<file path="config.mk">
export PLATFORM = sky130hd
export DESIGN_NAME = saw_square_osc
export DESIGN_NICKNAME = d
export VERILOG_FILES = /design/src/rtl/saw_square_osc.sv
export SDC_FILE = /design/constraint.sdc
export NUM_CORES = 1
export LEC_CHECK = 0
export ABC_AREA = 1
export BUFFER_PORTS_ARGS = -buffer_cell sky130_fd_sc_hd__buf_2
export CAP_MARGIN = 20
export CORE_UTILIZATION = 56
export DETAILED_ROUTE_END_ITERATION = 10
export PLACE_DENSITY = 0.74
export SYNTH_ARGS = -nofsm -noshare
export SYNTH_HDL_FRONTEND = slang
export SYNTH_SLANG_ARGS = --single-unit
</file>
<file path="constraint.sdc">
create_clock -name clk -period 4.8 [get_ports clk]
set_input_delay 0.96 -clock clk [delete_from_list [all_inputs] [get_ports clk]]
set_output_delay 0.96 -clock clk [all_outputs]
set_load 0.03 [all_outputs]
</file>
<file path="src/rtl/saw_square_osc.sv">
// Sawtooth/square audio oscillator: a free-running phase counter of L_act cycles drives both
// registered outputs; the saw step comes from a sequential divider and is adopted only at a wrap.
module saw_square_osc #(
    parameter int AMPLITUDE = 2**20,
    parameter int WIDTH     = 32
) (
    input  logic             clk,
    input  logic             reset,
    input  logic [WIDTH-1:0] wave_length,
    output logic [WIDTH-1:0] square_value,
    output logic [WIDTH-1:0] saw_value
);

    localparam int               BW       = $clog2(WIDTH);
    localparam logic [WIDTH-1:0] AMP      = WIDTH'(AMPLITUDE);
    localparam logic [WIDTH-1:0] NEG_AMP  = WIDTH'(-AMPLITUDE);
    localparam logic [WIDTH-1:0] DIVIDEND = WIDTH'(2 * AMPLITUDE);
    localparam logic [WIDTH-1:0] MIN_LEN  = WIDTH'(2);

    // Phase counter, active period/step and the accumulator aligned with cnt_q
    logic [WIDTH-1:0] cnt_q, cnt_d;
    logic [WIDTH-1:0] l_act_q, l_act_d;
    logic [WIDTH-1:0] step_q, step_d;
    logic [WIDTH-1:0] acc_q, acc_d;
    logic [WIDTH-1:0] square_q, square_d;
    logic [WIDTH-1:0] saw_q, saw_d;

    // Divider state
    logic [WIDTH-1:0] l_req_q, l_req_d;
    logic             busy_q, busy_d;
    logic             valid_q, valid_d;
    logic [BW-1:0]    bit_q, bit_d;
    logic [WIDTH-1:0] quo_q, quo_d;
    logic [WIDTH-1:0] rem_q, rem_d;
    logic [WIDTH-1:0] step_next_q, step_next_d;

    logic [WIDTH-1:0] wl_clamp;
    logic             wrap;
    logic [WIDTH:0]   rem_shift;
    logic             rem_ge;

    assign wl_clamp  = (wave_length < MIN_LEN) ? MIN_LEN : wave_length;
    assign wrap      = (cnt_q == (l_act_q - WIDTH'(1)));
    // Remainder stays below the divisor, so one extra bit holds the shifted value
    assign rem_shift = {rem_q, quo_q[WIDTH-1]};
    assign rem_ge    = (rem_shift >= {1'b0, l_req_q});

    always_comb begin
        cnt_d       = cnt_q;
        l_act_d     = l_act_q;
        step_d      = step_q;
        acc_d       = acc_q;
        l_req_d     = l_req_q;
        busy_d      = busy_q;
        valid_d     = valid_q;
        bit_d       = bit_q;
        quo_d       = quo_q;
        rem_d       = rem_q;
        step_next_d = step_next_q;

        if (wrap) begin
            cnt_d = '0;
            acc_d = NEG_AMP;
            if (valid_q) begin
                l_act_d = l_req_q;
                step_d  = step_next_q;
            end
        end else begin
            cnt_d = cnt_q + WIDTH'(1);
            acc_d = acc_q + step_q;
        end

        square_d = (cnt_q < (l_act_q >> 1)) ? AMP : NEG_AMP;
        saw_d    = acc_q;

        // A new request restarts the divider even mid-division; the last request wins
        if (wl_clamp != l_req_q) begin
            l_req_d = wl_clamp;
            busy_d  = 1'b1;
            valid_d = 1'b0;
            bit_d   = '0;
            quo_d   = DIVIDEND;
            rem_d   = '0;
        end else if (busy_q) begin
            quo_d = {quo_q[WIDTH-2:0], rem_ge};
            rem_d = rem_ge ? WIDTH'(rem_shift - {1'b0, l_req_q}) : rem_shift[WIDTH-1:0];
            if (bit_q == BW'(WIDTH - 1)) begin
                busy_d      = 1'b0;
                valid_d     = 1'b1;
                step_next_d = {quo_q[WIDTH-2:0], rem_ge};
            end else begin
                bit_d = bit_q + BW'(1);
            end
        end
    end

    always_ff @(posedge clk) begin
        if (reset) begin
            cnt_q       <= '0;
            l_act_q     <= MIN_LEN;
            step_q      <= AMP;
            acc_q       <= NEG_AMP;
            square_q    <= '0;
            saw_q       <= '0;
            l_req_q     <= MIN_LEN;
            busy_q      <= 1'b0;
            valid_q     <= 1'b0;
            bit_q       <= '0;
            quo_q       <= '0;
            rem_q       <= '0;
            step_next_q <= AMP;
        end else begin
            cnt_q       <= cnt_d;
            l_act_q     <= l_act_d;
            step_q      <= step_d;
            acc_q       <= acc_d;
            square_q    <= square_d;
            saw_q       <= saw_d;
            l_req_q     <= l_req_d;
            busy_q      <= busy_d;
            valid_q     <= valid_d;
            bit_q       <= bit_d;
            quo_q       <= quo_d;
            rem_q       <= rem_d;
            step_next_q <= step_next_d;
        end
    end

    assign square_value = square_q;
    assign saw_value    = saw_q;

endmodule

</file>
==> summary.txt, run 1 <==
Floorplanning
  – Horizontal die dimension: 181 um
  – Initial standard-cell utilization of the core: 57.6%
  – Row cnt: 64
  – Number of top-level pins: 98
  – Area enclosed by the die boundary: 32,600 um^2
  – Vertical die dimension: 181 um
  – Core area: 31,000 um^2

Placement
  – Placed Area: 18,300 um^2
  – Buffers on Ports: 77
  – Worst Setup Slack post-DPL: 976 ps
  – Detailed-placement wirelength estimate: 37,300 um
  – Global placement routability congestion: 0.976
  – Number of cells after detailed placement: 3,155

Drt
  – Detail Route met2 WL: 21,400 um
  – Total via count in the routed design: 16,900
  – Routed wire length per instance: 15.3 um
  – Final wirelength: 49,200 um
  – Routed metal-1 wirelength: 23,600 um
  – Met3 WL: 2900 um
  – Number of routed nets with antenna violations: 0
  – Post-detailed-route via-to-cell ratio: 5.24
  – Post-route DRC violation count: 0
  – First-pass DRT Iterations: 5
  – Iter 0 DRT Violations: 1,208
  – Top routing layer in use: met4

Clock tree
  – Number of gates resized after cts: 0
  – Root buffer cell: sky130_fd_sc_hd__clkbuf_16
  – Clock tree from TritonCTS: built
  – Number of sinks driven by the clock tree: 297
  – Hold buffer count at CTS: 0
  – Number of setup buffers added after CTS: 0
  – Clock network latency to the later pin of the worst-skew pair: 530 ps
  – TritonCTS buffer count: 34
  – H-tree depth reported by CTS: 2
  – Clock buffer depth: 3
  – Clock transition at the registers of the reported paths: 60 ps

Worst setup path
  – Critical path type: flop to flop
  – CP cell instances: inv_1 -> ha_1 -> nand2_1 -> o21ai_1 -> a21oi_1 -> o21bai_1 -> nand2_1 -> nand3_1 -> nand2_1 -> buf_4 -> nand2_1 -> inv_1 -> nor2_1 -> nor2_1 -> nor2_1 -> nor2_1
  – Longest individual stage delay on the worst path: 460 ps
  – Launching element type of the critical path: flop
  – Worst endpoint required time: 5170 ps
  – Data arrival time at the worst-slack endpoint: 3800 ps
  – Buffering stage count on the worst path with inverters included: 3
  – Worst setup EP type: flop
  – Slack of the worst reg-to-reg path: 1370 ps
  – Crit-path max FO: 22
  – Master of the slowest instance on the critical path: sky130_fd_sc_hd__o21bai_1
  – Cell type group with the largest total delay on the critical path: compound AO/OA/AOI/OAI gates

Final layout
  – Number of inserted filler cells in the final layout: 2,948
  – Net count reported at finish: 2,928
  – Total area of multi-input combinational cells: 9830 um^2
  – Final instance area: 19,400 um^2
  – Number of antenna diodes: 0
  – Share of post-route cells with drive strength above 1: 6.31%
  – Area growth from synthesis to layout: 8.71%
  – Register Area: 5950 um^2
  – Post-layout instance count excluding filler cells: 3,217

Timing
  – Maximum clock frequency: 292 MHz
  – Final setup skew: 18.7 ps
  – Crit path time final: 3430 ps
  – Setup violations, final: 0
  – Transition time at the pin with the least slew margin: 1020 ps
  – Final TNS setup: 0 ps
  – Hold violation total from the final report: 0
  – Number of max-slew violations in the final report: 0
  – Final clock period utilization by the worst path: 71.4%
  – Setup ws final: 1370 ps
  – Relative slew slack: 31.8%
  – Setup repair after global routing missed its margin: no

Power and ir drop
  – Final Total Pwr: 6.00 mW
  – Worst-case vdd ir drop: 0.268 mV
  – Power Dens Cells: 310 nW/um^2
  – Static Leak: 9.45 nW

GRT
  – Overall fraction of global-route tracks in use: 30.0%
  – Antenna violations before repair: 0
  – Wire length of the first global-routing pass: 79,700 um
  – Leftover overflow at the end of global routing: 0
  – Number of global-route vias before repair: 15,600
  – Maximum number of pins on one net before global-route repair: 65

Synth
  – Number of warnings reported in the yosys synthesis log: 0
  – Mapped Area: 17,800 um^2
  – Cells after Synth: 2,765
  – Cell variety after synth: 47
  – Number of flops mapped to enable cells by yosys: 0
  – Share of synthesized flip-flops with an asynchronous set or reset: 0%
  – Syn_area_per_cell: 6.45 um^2
  – Synth top area share: 33.3%
  – Most used standard cells in the synthesized netlist: sky130_fd_sc_hd__nand2_1, sky130_fd_sc_hd__nor2_1, sky130_fd_sc_hd__inv_1
  – Cell types with the largest area share after synthesis: sky130_fd_sc_hd__dfxtp_1, sky130_fd_sc_hd__nand2_1, sky130_fd_sc_hd__nor2_1
  – Top cell type by total area after synthesis: sky130_fd_sc_hd__dfxtp_1
  – Count of state elements after synthesis: 297
  – Top flip-flop cell by instance count after synthesis: sky130_fd_sc_hd__dfxtp_1
  – Sequential fraction of the synthesis area: 33.3%
  – Most instantiated library cell after synthesis: sky130_fd_sc_hd__nand2_1

Job
  – Number of violations of the max-capacitance limit: 0

Min path
  – Class of the tightest hold or removal check: flop to flop

Run status
  – Result of the run: complete, no violations
worst reg2reg max path, cell delays in order, from the launching register on:
cell                       delay (ps)
sky130_fd_sc_hd__dfxtp_1          450
sky130_fd_sc_hd__inv_1            120
sky130_fd_sc_hd__ha_1             300
sky130_fd_sc_hd__nand2_1           60
sky130_fd_sc_hd__o21ai_1          280
sky130_fd_sc_hd__a21oi_1          190
sky130_fd_sc_hd__o21bai_1         460
sky130_fd_sc_hd__nand2_1          150
sky130_fd_sc_hd__nand3_1          130
sky130_fd_sc_hd__nand2_1           60
sky130_fd_sc_hd__buf_4            200
sky130_fd_sc_hd__nand2_1          100
sky130_fd_sc_hd__inv_1            360
sky130_fd_sc_hd__nor2_1           230
sky130_fd_sc_hd__nor2_1            70
sky130_fd_sc_hd__nor2_1            90
sky130_fd_sc_hd__nor2_1            40
kinds of logic (layout without fill, tap and decap cells):
| logic type | Yosys count | after routing | share of synthesized area [%] |
|---|---|---|---|
| and+or+nand+nor | 1454 | 1454 | 33.9 |
| adders and majority gates | 99 | 99 | 7.03 |
| AOI/OAI and AO/OA | 290 | 290 | 8.80 |
| DFF | 297 | 297 | 33.3 |
| buffers and inverters | 524 | 561 | 12.1 |
| other | 1 | 20 | 0.0210 |
| xor gates and xnor gates | 100 | 100 | 4.91 |
cell type report:
| class | instances | share of cell area, % |
|---|---|---|
| clock buffer | 48 | 4.97 |
| timing repair buffer | 93 | 2.67 |
| tap | 396 | 2.55 |
| sequential | 297 | 30.7 |
| inverter | 406 | 7.86 |
| clock inverter | 14 | 0.632 |
| multi-input combinational | 1963 | 50.7 |
flip-flops by register name, indices dropped and copies added (netlist names), 2 cells and up:
name,cells
acc_q,32
step_q,32
bit_q,5
square_value,2
step_next_q,32
l_act_q,32
l_req_q,32
saw_value,32
cnt_q,32
quo_q,32
rem_q,32
path summary, 6_finish.rpt:
check / startpoint / to / cells past startpoint
max: l_req_q[1] / rem_q[7] / 16
min: acc_q[29] / saw_value[29] / 2
max reg2reg: l_req_q[1] / rem_q[7] / 16
min reg2reg: acc_q[29] / saw_value[29] / 2
layer usage:
layer	up-vias	track usage (%)
met1	7561	42.5
li1	8693	-
met4	0	8.92
met2	514	48.1
met5	-	0
met3	90	3.13
cell usage in the layout (no fill, tap or decap), types with 8 or more instances in the layout:
cell type,instances
sky130_fd_sc_hd__nand4_1,100
sky130_fd_sc_hd__nand3_1,88
sky130_fd_sc_hd__nor4_1,12
sky130_fd_sc_hd__nor2_1,519
sky130_fd_sc_hd__xnor2_1,33
sky130_fd_sc_hd__o21ai_0,76
sky130_fd_sc_hd__clkbuf_1,8
sky130_fd_sc_hd__nand2_1,648
sky130_fd_sc_hd__or2_2,11
sky130_fd_sc_hd__dfxtp_1,295
sky130_fd_sc_hd__a31oi_1,8
sky130_fd_sc_hd__o21bai_1,9
sky130_fd_sc_hd__inv_1,395
sky130_fd_sc_hd__a21oi_1,157
sky130_fd_sc_hd__nor3_1,45
sky130_fd_sc_hd__clkbuf_16,34
sky130_fd_sc_hd__buf_4,15
sky130_fd_sc_hd__buf_2,77
sky130_fd_sc_hd__xor2_1,67
sky130_fd_sc_hd__ha_1,97
sky130_fd_sc_hd__nand3b_1,10
sky130_fd_sc_hd__o21a_1,10
sky130_fd_sc_hd__o21ai_1,8
sky130_fd_sc_hd__conb_1,20
power by group:
| group | total, mW | internal [mW] | switching [mW] |
|---|---|---|---|
| Sequential | 2.60 | 2.55 | 0.0549 |
| Combinational | 0.856 | 0.252 | 0.604 |
| Clock | 2.55 | 1.47 | 1.08 |
stage by stage:
stage	hold slack [ps]	util, %
after floorplan	407	-
after global placement	417	59.1
after detailed placement	418	59.1
after CTS	428	62.6
after global routing	447	62.6
final	432	62.6
Power figures use the tool's default switching activity.
==> run 2, diff against run 1 <==
==> constraint.sdc (replaced) <==
create_clock -name clk -period 3.6 [get_ports clk]
set_input_delay 0.72 -clock clk [delete_from_list [all_inputs] [get_ports clk]]
set_output_delay 0.72 -clock clk [all_outputs]
set_load 0.03 [all_outputs]
==> run 2 against run 1 <==
Final cell count is 0.19% higher; via count is 0.31% higher; global-route usage is 0.22 points lower; combinational power is 31% higher; utilization is 0.65 points higher; non-clock buffer count is 6 higher; first-iteration DRC count is 9.7% higher; routed wire length is 1.9% lower; clock power is 49% higher; maximum frequency is 13% higher; critical endpoint is now acc_q[30].
==> summary.txt, run 2 (synthesis results as in run 1) <==
Power and ir drop
  – Power Dens Cells: 428 nW/um^2 (+38%)
  – Worst-case vdd ir drop: 0.449 mV (+67%)
  – Static Leak: 9.56 nW (+1.2%)

Clock tree
  – Clock network latency to the later pin of the worst-skew pair: 540 ps (about the same)
  – Number of sinks driven by the clock tree: 297 (unchanged)
  – H-tree depth reported by CTS: 2 (unchanged)
  – Root buffer cell: sky130_fd_sc_hd__clkbuf_16
  – TritonCTS buffer count: 34 (unchanged)
  – Number of setup buffers added after CTS: 0 (unchanged)
  – Clock buffer depth: 3 (unchanged)
  – Clock tree from TritonCTS: built
  – Hold buffer count at CTS: 0 (unchanged)
  – Clock transition at the registers of the reported paths: 60 ps (about the same)
  – Number of gates resized after cts: 0 (unchanged)

GRT
  – Maximum number of pins on one net before global-route repair: 85 (+31%)
  – Number of global-route vias before repair: 15,700 (+0.49%)
  – Antenna violations before repair: 0 (unchanged)
  – Wire length of the first global-routing pass: 78,900 um (-1.1%)
  – Overall fraction of global-route tracks in use: 29.8% (-0.22 points)
  – Leftover overflow at the end of global routing: 0 (unchanged)

Job
  – Number of violations of the max-capacitance limit: 0 (unchanged)

Timing
  – Maximum clock frequency: 329 MHz (+13%)
  – Final TNS setup: 0 ps (unchanged)
  – Transition time at the pin with the least slew margin: 908 ps (-112 ps)
  – Hold violation total from the final report: 0 (unchanged)
  – Crit path time final: 3040 ps (-386 ps)
  – Final setup skew: 17.6 ps (-1.08 ps)
  – Setup repair after global routing missed its margin: no
  – Setup violations, final: 0 (unchanged)
  – Number of max-slew violations in the final report: 0 (unchanged)
  – Relative slew slack: 37.9% (+6.1 points)
  – Final clock period utilization by the worst path: 84.5% (+13 points)
  – Fin Hold WS: 421 ps (-11.1 ps)

Run status
  – Result of the run: complete, no violations

Drt
  – Final wirelength: 48,200 um (-1.9%)
  – First-pass DRT Iterations: 5 (unchanged)
  – Total via count in the routed design: 16,900 (+0.31%)
  – Iter 0 DRT Violations: 1,325 (+9.7%)
  – Number of routed nets with antenna violations: 0 (unchanged)
  – Routed wire length per instance: 15.0 um (-2.1%)
  – Post-detailed-route via-to-cell ratio: 5.25 (+0.13%)
  – Post-route DRC violation count: 0 (unchanged)

Final layout
  – Most frequent standard cell in the layout excluding fill and tap cells: sky130_fd_sc_hd__nand2_1
  – Area growth from synthesis to layout: 9.83%
  – Net count reported at finish: 2,934 (+0.20%)
  – Highest-count cells in the layout ignoring fill and taps: sky130_fd_sc_hd__nand2_1, sky130_fd_sc_hd__nor2_1, sky130_fd_sc_hd__inv_1
  – Number of inserted filler cells in the final layout: 2,950 (+0.068%)
  – Total area of multi-input combinational cells: 9830 um^2 (unchanged)
  – Register Area: 5950 um^2 (unchanged)
  – Number of antenna diodes: 0 (unchanged)
  – Share of post-route cells with drive strength above 1: 6.58% (+0.27 points)

Placement
  – Detailed-placement wirelength estimate: 36,800 um (-1.5%)
  – Global placement routability congestion: 0.964 (-1.3%)
  – Buffers on Ports: 77 (unchanged)

Floorplanning
  – Vertical die dimension: 181 um (unchanged)
  – Initial standard-cell utilization of the core: 57.6% (unchanged)
  – Area enclosed by the die boundary: 32,600 um^2 (unchanged)
  – Row cnt: 64 (unchanged)
  – Core area: 31,000 um^2 (unchanged)
  – Horizontal die dimension: 181 um (unchanged)
  – Number of top-level pins: 98 (unchanged)

Min path
  – Class of the tightest hold or removal check: flop to flop

Worst setup path
  – Worst setup EP type: flop
  – Critical path type: flop to flop
  – Launching element type of the critical path: flop
  – Data arrival time at the worst-slack endpoint: 3460 ps (-340 ps)
  – Crit-path max FO: 5 (-77%)
  – Worst endpoint required time: 4020 ps (-1150 ps)
-- run 2: changes by cell type in the layout (fill, tap and decap cells not counted) --
cell | before | now
sky130_fd_sc_hd__buf_4 | 15 | 21
sky130_fd_sc_hd__bufinv_16 | 1 | 6
sky130_fd_sc_hd__clkbuf_1 | 8 | 6
sky130_fd_sc_hd__clkbuf_16 | 34 | 35
sky130_fd_sc_hd__clkbuf_8 | 6 | 7
sky130_fd_sc_hd__clkinv_2 | 7 | 5
sky130_fd_sc_hd__clkinv_8 | 1 | 2
sky130_fd_sc_hd__clkinvlp_4 | 2 | 0
sky130_fd_sc_hd__inv_6 | 2 | 0
-- run 2: layer usage --
metal  vias to the layer above  wire length (um)  GRT usage [%]
met3                        95              2780           4.00
met5                         -                 0              0
met2                       462             21200           47.8
li1                       8718                 -              -
met4                         0              1320           9.74
met1                      7636             23000           41.3
-- run 2: area by class of cell --
| class | count | share of cell area, % |
|---|---|---|
| multi-input cells | 1963 | 50.1 |
| flip-flops and latches | 297 | 30.4 |
| inverters | 406 | 7.78 |
| clock buffers | 48 | 5.08 |
| repair buffers | 99 | 2.87 |
| well taps | 396 | 2.53 |
| clock inverters | 14 | 1.26 |
-- run 2: worst paths after layout --
path,cells after the start,end,start,slack (ps)
hold / removal,2,saw_value[27],acc_q[27],420
setup / recovery,10,acc_q[30],step_q[0],560
hold reg to reg,2,saw_value[27],acc_q[27],420
setup reg to reg,10,acc_q[30],step_q[0],560
-- run 2: stage by stage --
stage / utilization (%) / setup WS (ps) / instance area, um^2 / instances / power, mW
floorplan: - / 1220 / 17900 / 2784 / 4.38
global placement: 59.2 / 568 / 18400 / 3161 / 4.62
detailed placement: 59.2 / 542 / 18400 / 3161 / 4.63
CTS: 63.2 / 590 / 19600 / 3223 / 8.43
global route: 63.2 / 236 / 19600 / 3223 / 8.70
finish: 63.2 / 558 / 19600 / 3223 / 8.39
-- run 2: power breakdown --
group,internal (mW),switching [mW],total [mW]
combinational,0.340,0.782,1.12
sequential,3.39,0.0638,3.46
clock,2.37,1.44,3.81
-- run 2: worst max-delay path, cell delays in order (launching register included) --
cell and delay [ps]:
sky130_fd_sc_hd__dfxtp_1 340, sky130_fd_sc_hd__ha_1 150, sky130_fd_sc_hd__inv_1 60, sky130_fd_sc_hd__fa_1 400, sky130_fd_sc_hd__o21ai_0 410, sky130_fd_sc_hd__a21oi_1 170, sky130_fd_sc_hd__o21ai_0 360, sky130_fd_sc_hd__a21boi_0 360
sky130_fd_sc_hd__o211ai_1 410, sky130_fd_sc_hd__xor2_1 200, sky130_fd_sc_hd__nand2_1 60
==> run 3, diff against run 2 <==
==> constraint.sdc (replaced) <==
create_clock -name clk -period 3 [get_ports clk]
set_input_delay 0.6 -clock clk [delete_from_list [all_inputs] [get_ports clk]]
set_output_delay 0.6 -clock clk [all_outputs]
set_load 0.03 [all_outputs]
==> run 3 against run 2 <==
Clock skew up 1.5 ps; via count rose by 0.82%; final cell count rose by 0.31%; register-to-register slack lost 380 ps; sequential power increased by 20%; critical path depth grew 5; global-route usage grew 0.39 points; utilization grew 0.25 points; sequential share of layout area fell by 0.12 points; total power increased by 15%; maximum frequency up 7.9%; combinational power increased by 24%; largest cell class unchanged; highest routed layer unchanged.
==> summary.txt, run 3 (synthesis results as in run 1) <==
Power and ir drop
  – Final Total Pwr: 9.65 mW (+15%)
  – Switching power of the nets: 2.72 mW (+19%)
  – Worst-case vdd ir drop: 0.459 mV (+2.3%)
  – Power Dens Cells: 490 nW/um^2 (+15%)
  – Sequential fraction of design power: 43.1% (+1.9 points)
  – Static Leak: 9.59 nW (+0.31%)
  – Switching power share of the total: 28.2% (+0.99 points)
  – Part of the total power dissipated in the clock network: 42.5% (-2.9 points)
  – Combinational group share of total power: 14.4% (+1.0 points)
  – Internal power: 6.93 mW (+13%)

Timing
  – Maximum clock frequency: 355 MHz (+7.9%)
  – Relative slew slack: 47.2% (+9.2 points)
  – Final setup skew: 19.1 ps (+1.45 ps)
  – Crit path time final: 2820 ps (-223 ps)
  – Transition time at the pin with the least slew margin: 793 ps (-115 ps)
  – Final clock period utilization by the worst path: 94.0% (+9.5 points)
  – Hold violation total from the final report: 0 (unchanged)
  – Fin Hold WS: 323 ps (-97.6 ps)
  – Setup violations, final: 0 (unchanged)
  – Number of max-slew violations in the final report: 0 (unchanged)

Floorplanning
  – Initial standard-cell utilization of the core: 57.6% (unchanged)
  – Area enclosed by the die boundary: 32,600 um^2 (unchanged)
  – Vertical die dimension: 181 um (unchanged)
  – Row cnt: 64 (unchanged)
  – Core area: 31,000 um^2 (unchanged)
  – Number of top-level pins: 98 (unchanged)
  – Horizontal die dimension: 181 um (unchanged)

Drt
  – Routed wire length per instance: 15.4 um (+2.7%)
  – Iter 0 DRT Violations: 1,405 (+6.0%)
  – Post-detailed-route via-to-cell ratio: 5.27 (+0.51%)
  – First-pass DRT Iterations: 5 (unchanged)
  – Total via count in the routed design: 17,100 (+0.82%)
  – Post-route DRC violation count: 0 (unchanged)
  – Number of routed nets with antenna violations: 0 (unchanged)
  – Final wirelength: 49,700 um (+3.0%)

Worst setup path
  – Master of the slowest instance on the critical path: sky130_fd_sc_hd__ha_1
  – Slack of the worst reg-to-reg path: 180 ps (-380 ps)
  – Crit-path max FO: 11 (+6)
  – Critical path type: flop to flop
  – Worst Reg-to-Reg Cells: 15 (+5)
  – CP cell instances: inv_1 -> ha_1 -> a21oi_1 -> o21ai_2 -> a21oi_1 -> o21bai_1 -> nand2_1 -> nand3_1 -> nand2_1 -> nand2_1 -> buf_4 -> o21ai_0 -> nor2_1 -> nor2_1 -> nor2_1
  – Launching element type of the critical path: flop
  – Longest individual stage delay on the worst path: 380 ps (-30 ps)
  – Startpoint of the lowest-slack register-to-register path: l_req_q[2]
  – Worst setup EP type: flop
  – R2r endpoint: rem_q[24]
  – Data arrival time at the worst-slack endpoint: 3220 ps (-240 ps)
  – Worst endpoint required time: 3400 ps (-620 ps)

GRT
  – Grt met1 use: 42.1% (+0.88 points)
  – Overall fraction of global-route tracks in use: 30.2% (+0.39 points)
  – Met3 global-route usage: 4.32% (+0.32 points)
  – Leftover overflow at the end of global routing: 0 (unchanged)
  – Most utilized layer in the global route result: met2
  – Number of global-route vias before repair: 15,800 (+0.83%)
  – Met2 Usage GRT: 48.4% (+0.54 points)
  – Antenna violations before repair: 0 (unchanged)
  – Maximum number of pins on one net before global-route repair: 70 (-18%)
  – Wire length of the first global-routing pass: 80,200 um (+1.7%)

Placement
  – Global placement routability congestion: 0.982 (+1.9%)
  – Buffers on Ports: 77 (unchanged)
  – Placed Area: 18,500 um^2 (+0.67%)
  – Detailed-placement wirelength estimate: 37,900 um (+3.0%)

Clock tree
  – Clock tree from TritonCTS: built
  – Number of sinks driven by the clock tree: 297 (unchanged)
  – Root buffer cell: sky130_fd_sc_hd__clkbuf_16
  – TritonCTS buffer count: 34 (unchanged)
  – Clock buffer depth: 3 (unchanged)
  – Clock network latency to the later pin of the worst-skew pair: 540 ps (about the same)
  – H-tree depth reported by CTS: 2 (unchanged)
  – Clock transition at the registers of the reported paths: 60 ps (about the same)

Final layout
  – Highest-count cells in the layout ignoring fill and taps: sky130_fd_sc_hd__nand2_1, sky130_fd_sc_hd__nor2_1, sky130_fd_sc_hd__inv_1
  – Net count reported at finish: 2,946 (+0.41%)
  – Most frequent standard cell in the layout excluding fill and tap cells: sky130_fd_sc_hd__nand2_1
  – Area growth from synthesis to layout: 10.3%
  – Final instance area: 19,700 um^2 (+0.40%)
  – Number of antenna diodes: 0 (unchanged)
  – Share of post-route cells with drive strength above 1: 7.16% (+0.58 points)

Min path
  – Worst hold path endpoint: l_req_q[25]
  – Hold_sp: wave_length[25]
  – Class of the tightest hold or removal check: input pin to flop
  – Hold path depth: 3 (+1)

Run status
  – Result of the run: complete, no violations

Job
  – Number of violations of the max-capacitance limit: 0 (unchanged)
run 3: power by group through the flow:
stage | Clock, mW | Sequential, mW | Combinational (mW)
floorplan | 0 | 4.30 | 0.964
global placement | 0 | 4.24 | 1.31
detailed placement | 0 | 4.24 | 1.32
CTS | 4.17 | 4.16 | 1.34
global route | 4.32 | 4.17 | 1.53
finish | 4.11 | 4.16 | 1.39
run 3: area by class of cell:
class	instances	area (um^2)
repair buffers	111	741
inverters	406	1520
flip-flops and latches	297	5950
clock buffers	46	956
fillers	2975	11300
clock inverters	14	148
multi-input cells	1963	9860
well taps	396	495
run 3: worst max-delay path, delay by kind of cell (launching register included):
kind / cells / cell delay (ps)
DFF: 1 / 340
buffers and inverters: 2 / 300
and+or+nand+nor: 7 / 720
AOI/OAI and AO/OA: 5 / 940
adders and majority gates: 1 / 380
run 3: per-stage QoR:
stage,TNS (ps),std cells,setup WS (ps),utilization (%)
2_1_floorplan,0,2784,620,-
3_3_place_gp,0,3169,258,59.6
3_5_place_dp,0,3169,188,59.6
4_1_cts,0,3229,151,63.2
5_1_grt,-61.3,3233,-61.3,63.5
6_report,0,3233,181,63.5
run 3: how the worst max path moves through the flow:
stage	start	to	slack [ps]	cells after the start
CTS	step_q[0]	acc_q[30]	150	10
finish	l_req_q[2]	rem_q[24]	180	15
floorplan	step_q[0]	acc_q[24]	620	10
global placement	step_q[0]	acc_q[22]	260	10
detailed placement	step_q[0]	acc_q[30]	190	10
global route	l_req_q[2]	rem_q[24]	-60	15
run 3: what timing repair did:
item / CTS / global route
hold buffers: 0 / 0
setup endpoints to repair: 0 / 45
resized for setup: 0 / 12
buffers inserted: 0 / 3
run 3: routing by layer:
layer | vias to the layer above | wire length (um) | part of all wire (%)
met5 | - | 0 | 0
met4 | 0 | 1210 | 2.4
met3 | 73 | 3010 | 6.1
met2 | 508 | 21800 | 44
met1 | 7731 | 23700 | 48
li1 | 8738 | - | -
